## config.mk

```make
export PLATFORM = sky130hd
export DESIGN_NAME = vga_fifo_pixel_reader
export DESIGN_NICKNAME = d
export VERILOG_FILES = /design/src/rtl/vga_fifo_pixel_reader.sv
export SDC_FILE = /design/constraint.sdc
export NUM_CORES = 1
export LEC_CHECK = 0
export ABC_AREA = 1
export CAP_MARGIN = 20
export CORE_UTILIZATION = 51
export CTS_BUF_LIST = sky130_fd_sc_hd__clkbuf_4
export DETAILED_ROUTE_END_ITERATION = 10
export GPL_ROUTABILITY_DRIVEN = 0
export GPL_TIMING_DRIVEN = 0
export PLACE_DENSITY = 0.85
export RECOVER_POWER = 50
export SYNTH_ARGS = -nofsm -noshare
export SYNTH_HDL_FRONTEND = slang
export SYNTH_SLANG_ARGS = --single-unit
```

## constraint.sdc

```tcl
create_clock -name clk -period 2 [get_ports clk]
set_input_delay 0.4 -clock clk [delete_from_list [all_inputs] [get_ports clk]]
set_output_delay 0.4 -clock clk [all_outputs]
set_load 0.005 [all_outputs]
```

## src/rtl/vga_fifo_pixel_reader.sv

```systemverilog
// vga_fifo_pixel_reader
// Read side of the pixel FIFO. Runs VGA raster timing in the pixel clock
// domain and pops one show-ahead FIFO word per active pixel. Frames are
// aligned on the SOF tag in bit PIX_W of the FIFO word. Sticky flags report
// underflow and frame misalignment.
// Optional build macro VGA_READER_TEST_PATTERN_EN adds a test_pattern input
// that replaces FIFO video with 8 vertical colour bars.
module vga_fifo_pixel_reader #(
  parameter int               PIX_W     = 24,
  parameter int               H_ACTIVE  = 640,
  parameter int               H_FP      = 16,
  parameter int               H_SYNC    = 96,
  parameter int               H_BP      = 48,
  parameter int               V_ACTIVE  = 480,
  parameter int               V_FP      = 10,
  parameter int               V_SYNC    = 2,
  parameter int               V_BP      = 33,
  parameter bit               SYNC_POL  = 1'b0,
  parameter logic [PIX_W-1:0] UFLOW_RGB = '0
) (
  input  logic             clk,
  input  logic             reset,
  input  logic             enable,
`ifdef VGA_READER_TEST_PATTERN_EN
  input  logic             test_pattern,
`endif
  input  logic             fifo_empty,
  input  logic [PIX_W:0]   fifo_rd_data,
  output logic             fifo_rd_valid,
  output logic [PIX_W-1:0] vga_rgb,
  output logic             vga_hsync,
  output logic             vga_vsync,
  output logic             vga_de,
  output logic             underflow,
  output logic             sync_err,
  input  logic             err_clr
);

  localparam int H_TOT = H_ACTIVE + H_FP + H_SYNC + H_BP;
  localparam int V_TOT = V_ACTIVE + V_FP + V_SYNC + V_BP;
  localparam int HCW   = $clog2(H_TOT + 1);
  localparam int VCW   = $clog2(V_TOT + 1);

  localparam logic [HCW-1:0] H_ACT_L  = HCW'(H_ACTIVE);
  localparam logic [HCW-1:0] H_SS_L   = HCW'(H_ACTIVE + H_FP);
  localparam logic [HCW-1:0] H_SE_L   = HCW'(H_ACTIVE + H_FP + H_SYNC);
  localparam logic [HCW-1:0] H_LAST_L = HCW'(H_TOT - 1);
  localparam logic [VCW-1:0] V_ACT_L  = VCW'(V_ACTIVE);
  localparam logic [VCW-1:0] V_SS_L   = VCW'(V_ACTIVE + V_FP);
  localparam logic [VCW-1:0] V_SE_L   = VCW'(V_ACTIVE + V_FP + V_SYNC);
  localparam logic [VCW-1:0] V_LAST_L = VCW'(V_TOT - 1);

  localparam logic [1:0] ST_IDLE   = 2'd0;
  localparam logic [1:0] ST_RUN    = 2'd1;
  localparam logic [1:0] ST_RESYNC = 2'd2;

  logic [1:0]       state, state_nx;
  logic [HCW-1:0]   h_cnt;
  logic [VCW-1:0]   v_cnt;
  logic             h_last, v_last, frame_start, frame_end;
  logic             active, h_sync_on, v_sync_on;
  logic             head_sof;
  logic [PIX_W-1:0] head_rgb;
  logic             pop;
  logic [PIX_W-1:0] rgb_nx;
  logic             set_uf, set_se;

`ifdef VGA_READER_TEST_PATTERN_EN
  logic [HCW+2:0]   h_x8;
  logic [2:0]       bar;
  logic [PIX_W-1:0] bar_rgb;
  localparam int CW = PIX_W / 3;

  // Colour bar index and colour for the current column
  always_comb begin
    h_x8    = {h_cnt, 3'b000};
    bar     = 3'(h_x8 / (HCW + 3)'(H_ACTIVE));
    bar_rgb = PIX_W'({{CW{bar[2]}}, {CW{bar[1]}}, {CW{bar[0]}}});
  end
`endif

  // Raster position decode
  always_comb begin
    h_last      = (h_cnt == H_LAST_L);
    v_last      = (v_cnt == V_LAST_L);
    frame_start = (h_cnt == '0) && (v_cnt == '0);
    frame_end   = h_last && v_last;
    active      = (h_cnt < H_ACT_L) && (v_cnt < V_ACT_L);
    h_sync_on   = (h_cnt >= H_SS_L) && (h_cnt < H_SE_L);
    v_sync_on   = (v_cnt >= V_SS_L) && (v_cnt < V_SE_L);
    head_sof    = fifo_rd_data[PIX_W];
    head_rgb    = fifo_rd_data[PIX_W-1:0];
  end

  // Next state, pop decision, next pixel colour and flag set requests
  always_comb begin
    state_nx = state;
    pop      = 1'b0;
    rgb_nx   = '0;
    set_uf   = 1'b0;
    set_se   = 1'b0;
    case (state)
      ST_IDLE: begin
        if (!fifo_empty && !head_sof)
          pop = 1'b1;
        else if (enable && !fifo_empty)
          state_nx = ST_RUN;
      end
      ST_RUN: begin
        if (frame_start && !fifo_empty && !head_sof) begin
          set_se   = 1'b1;
          state_nx = ST_RESYNC;
          rgb_nx   = UFLOW_RGB;
        end else if (active) begin
          if (fifo_empty) begin
            rgb_nx = UFLOW_RGB;
            set_uf = 1'b1;
          end else begin
            pop    = 1'b1;
            rgb_nx = head_rgb;
          end
        end
      end
      ST_RESYNC: begin
        if (frame_start && !fifo_empty && head_sof) begin
          pop      = 1'b1;
          rgb_nx   = head_rgb;
          state_nx = ST_RUN;
        end else begin
          pop = !fifo_empty && !head_sof;
          if (active)
            rgb_nx = UFLOW_RGB;
        end
      end
      default: state_nx = ST_IDLE;
    endcase
`ifdef VGA_READER_TEST_PATTERN_EN
    // Bars take over the video path; the FIFO and flags are left untouched
    if (test_pattern && state != ST_IDLE) begin
      pop      = 1'b0;
      set_uf   = 1'b0;
      set_se   = 1'b0;
      state_nx = state;
      rgb_nx   = active ? bar_rgb : '0;
    end
`endif
    if (state != ST_IDLE && frame_end && !enable)
      state_nx = ST_IDLE;
  end

  // No pop while reset holds the reader in IDLE
  assign fifo_rd_valid = pop & ~reset;

  // State register
  always_ff @(posedge clk or posedge reset) begin
    if (reset) state <= ST_IDLE;
    else       state <= state_nx;
  end

  // Raster counters: held at zero in IDLE, free-running otherwise
  always_ff @(posedge clk or posedge reset) begin
    if (reset) begin
      h_cnt <= '0;
      v_cnt <= '0;
    end else if (state == ST_IDLE) begin
      h_cnt <= '0;
      v_cnt <= '0;
    end else if (h_last) begin
      h_cnt <= '0;
      v_cnt <= v_last ? '0 : v_cnt + 1'b1;
    end else begin
      h_cnt <= h_cnt + 1'b1;
    end
  end

  // Registered video outputs, one clock behind the counters
  always_ff @(posedge clk or posedge reset) begin
    if (reset) begin
      vga_rgb   <= '0;
      vga_de    <= 1'b0;
      vga_hsync <= ~SYNC_POL;
      vga_vsync <= ~SYNC_POL;
    end else if (state == ST_IDLE) begin
      vga_rgb   <= '0;
      vga_de    <= 1'b0;
      vga_hsync <= ~SYNC_POL;
      vga_vsync <= ~SYNC_POL;
    end else begin
      vga_rgb   <= rgb_nx;
      vga_de    <= active;
      vga_hsync <= h_sync_on ? SYNC_POL : ~SYNC_POL;
      vga_vsync <= v_sync_on ? SYNC_POL : ~SYNC_POL;
    end
  end

  // Sticky error flags; a clear wins over a same-cycle set
  always_ff @(posedge clk or posedge reset) begin
    if (reset) begin
      underflow <= 1'b0;
      sync_err  <= 1'b0;
    end else begin
      if (err_clr)     underflow <= 1'b0;
      else if (set_uf) underflow <= 1'b1;
      if (err_clr)     sync_err  <= 1'b0;
      else if (set_se) sync_err  <= 1'b1;
    end
  end

endmodule

```

==> impl_metrics.json <==
{
  "worstReg2RegEnd": "vga_rgb[12]$_DFF_PP0_",
  "synth.distinct_cells": 28,
  "crit_family": "simple AND/OR/NAND/NOR gates",
  "avgRoutedWirePerCell_um": 12.70,
  "path_max_fanout": 3,
  "critPathMaxStageDelay_ns": 0.43,
  "outcome": "complete, but fails checks",
  "synthFlopType": "dfrtp_1",
  "layout_min_cycle_time_ns": 2.316,
  "multiInputGateArea_sq_mm": 0.001028,
  "path_cells": "inv_2 > ha_1 > inv_2 > nor2_4 > nand3_2 > nor2_1 > nand3_1 > nor2_1 > nor2_1 > a21oi_1 > buf_2",
  "clockPowerShare_pct": 21.7,
  "crit_required_ns": 1.60,
  "initial_utilization_pct": 52.79,
  "swShare_pct": 35.96,
  "antenna_cells": 0,
  "drt_iter0_drc": 161,
  "ioPinCount": 60,
  "p_seq_share_pct": 37.1,
  "start_kind": "register",
  "synth_fp_nets": 342,
  "die_h_um": 71.93,
  "ys_seq_area_share_pct": 51.28,
  "setup_slack_ns": -0.3156,
  "worstMarginPinSlew_ns": 0.9352,
  "cp_common_cell": "nor2_1",
  "p_int_mw": 2.127,
  "drc_errors": 0,
  "drv_slew": 0,
  "ys_seq_elements": 51,
  "path_class": "reg2out",
  "rr_worst_depth": 8,
  "p_sw_mw": 1.194,
  "slowest_stage": "dfrtp_1",
  "clock-root-buffer": "clkbuf_4",
  "design.die.area_sq_mm": 0.005173,
  "crit_buf_inv": 3,
  "cts_tree": "built",
  "num_rows": 25,
  "first_pass_iters": 4,
  "rr_startpoint": "state[0]$_DFFE_PP0P_",
  "p_comb_share_pct": 41.2,
  "power.total_mw": 3.321,
  "grt_pass1_wl_um": 9342,
  "cts_hold_buf": 0,
  "final_area_sq_mm": 0.003376,
  "yosys_warnings": 0,
  "clk_latency_ns": 0.37,
  "fmax_mhz": 431.8,
  "synth-async-reset-ratio_pct": 100.0,
  "dr_total_vias": 2284,
  "die_w_um": 71.93,
  "period_share_pct": 115.8,
  "cp-end-kind": "output port",
  "final_nets": 421,
  "synth.cell_area_sq_mm": 0.002494,
  "numCtsBuffers": 5,
  "grt_overflow": 0,
  "synth_edf_count": 0,
  "vdd_drop_max_v": 0.0005890,
  "antenna_found_initial": 0,
  "cp_num_cells": 11,
  "place_hpwl_um": 4230,
  "drive_gt1_share_pct": 13.32,
  "grt_pass1_vias": 2183,
  "violations": "setup timing",
  "core_area_sq_mm": 0.004723,
  "synthCells": 303,
  "grt_usage_pct": 23.63,
  "fin_worst_skew_ns": 0.02088,
  "grt_max_degree": 40,
  "maxSlewHeadroom_pct": 37.66,
  "avgViaCountPerCell": 5.076,
  "placed_area_sq_mm": 0.003188,
  "final_antenna_net_count": 0,
  "power.leakage_nw": 1.639,
  "hold_class": "in2async",
  "worst_ep_arrival_time_ns": 1.92,
  "cts.sinks": 51,
  "area_delta_synth_final_pct": 35.37,
  "regToRegSetupSlack_ns": 0.08,
  "ff_latch_area_sq_mm": 0.001279,
  "rsz0062_at_grt": "true",
  "avgSynthCellArea_sq_um": 8.230,
  "clk_transition_reported_paths_ns": 0.15,
  "hold_ws_ns": 0.4648,
  "io_buffers": 59,
  "fillerInstances": 341,
  "power_density_mw_per_mm2": 983.7,
  "setup_viol": 1,
  "wl_um": 5715,
  "max_cap_violations": 0,
  "cts.htree.levels": 2,
  "cts_buffer_depth": 2,
  "hold_viol_final": 0
}
[layout make-up]
| cell class | instances | area share, % |
|---|---|---|
| plain buffers | 6 | 1.446 |
| flip-flops and latches | 51 | 37.88 |
| repair buffers | 72 | 20.16 |
| clock buffers | 5 | 1.112 |
| inverters | 40 | 4.448 |
| clock inverters | 3 | 2.001 |
| multi-input cells | 206 | 30.47 |
| well taps | 67 | 2.483 |
[cells in the final DEF (no fill, tap or decap), types with 3 or more instances in the layout]
cell type / netlist / layout
clkdlybuf4s50_1: 0 / 50
inv_1: 34 / 32
buf_4: 0 / 12
dfrtp_1: 49 / 49
clkbuf_2: 0 / 3
clkbuf_4: 0 / 5
nor3_1: 11 / 12
nor2_1: 54 / 53
inv_2: 6 / 8
o21ai_0: 8 / 8
buf_6: 3 / 3
nand3_1: 14 / 13
nand2_1: 71 / 72
nor2_2: 3 / 3
dlygate4sd3_1: 0 / 8
a21oi_1: 10 / 10
xor2_1: 3 / 3
nand4_1: 11 / 11
ha_1: 9 / 7
[power groups by stage]
stage | clock network [mW] | logic [mW] | registers [mW]
global placement | 0 | 1.17 | 1.24
CTS | 0.739 | 1.29 | 1.23
finish | 0.721 | 1.37 | 1.23
detailed placement | 0 | 1.22 | 1.25
global route | 0.780 | 1.54 | 1.24
floorplan | 0 | 0.788 | 1.24
[metrics by stage]
| step | setup WS, ns | util, % | setup TNS, ns | std cells |
|---|---|---|---|---|
| 2_1_floorplan | 0.3081 | - | 0 | 303 |
| 3_3_place_gp | -0.5680 | 67.07 | -28.48 | 429 |
| 3_5_place_dp | -0.5440 | 67.50 | -0.5440 | 430 |
| 4_1_cts | -0.3241 | 70.68 | -0.3241 | 443 |
| 5_1_grt | -0.4420 | 71.47 | -1.100 | 450 |
| 6_report | -0.3156 | 71.47 | -0.3156 | 450 |
[state kept, by name, summed over array words and instances (netlist names)]
signal / cells
h_cnt: 10
vga_de: 1
vga_hsync: 1
state: 2
sync_err: 1
vga_vsync: 1
vga_rgb: 24
v_cnt: 10
underflow: 1
[cells in the mapped netlist, types with 2 or more instances]
master	instances	share of area, %
nand3_1	14	2.8
nor2_1	54	8.1
inv_2	6	0.90
nand2_1	71	11
nor3_1	11	2.2
inv_1	34	5.1
dfrtp_1	49	49
nor3_2	2	0.80
buf_6	3	1.4
o21ai_0	8	1.6
xor2_1	3	1.1
clkbuf_1	2	0.30
a21oi_1	10	2.0
ha_1	9	4.5
nand4_1	11	2.8
dfstp_2	2	2.1
nor2_2	3	0.75
[routing by layer]
layer	up-vias	track usage [%]	routed length, um
li1	1111	-	-
met1	1067	26.89	2261
met4	0	9.150	116
met5	-	0	0
met3	15	8.611	414
met2	91	40.67	2923
[what timing repair did]
action,CTS,global route
endpoints found under the setup margin,2,21
endpoints found under the hold margin,0,0
resized for setup,10,6
setup buffers,5,7
pin swaps,3,5
[how the worst max path moves through the flow]
| stage | startpoint | endpoint | slack (ns) |
|---|---|---|---|
| floorplan | v_cnt[0]$_DFFE_PP0P_ | fifo_rd_valid | 0.31 |
| global placement | reset | vga_rgb[14]$_DFF_PP0_ | -0.57 |
| detailed placement | fifo_empty | fifo_rd_valid | -0.54 |
| CTS | v_cnt[1]$_DFFE_PP0P_ | fifo_rd_valid | -0.32 |
| global route | v_cnt[1]$_DFFE_PP0P_ | fifo_rd_valid | -0.44 |
| finish | v_cnt[1]$_DFFE_PP0P_ | fifo_rd_valid | -0.32 |
[cell families after synthesis]
| kind of cell | after synthesis | share of synthesized area, % |
|---|---|---|
| AO/OA/AOI/OAI | 23 | 5.319 |
| XOR/XNOR | 4 | 1.405 |
| flip-flops | 51 | 51.28 |
| AND/OR/NAND/NOR | 170 | 29.60 |
| adder cells (fa/ha/maj) | 9 | 4.516 |
| buffers and inverters | 46 | 7.877 |
(Power assumes the default switching activity.)
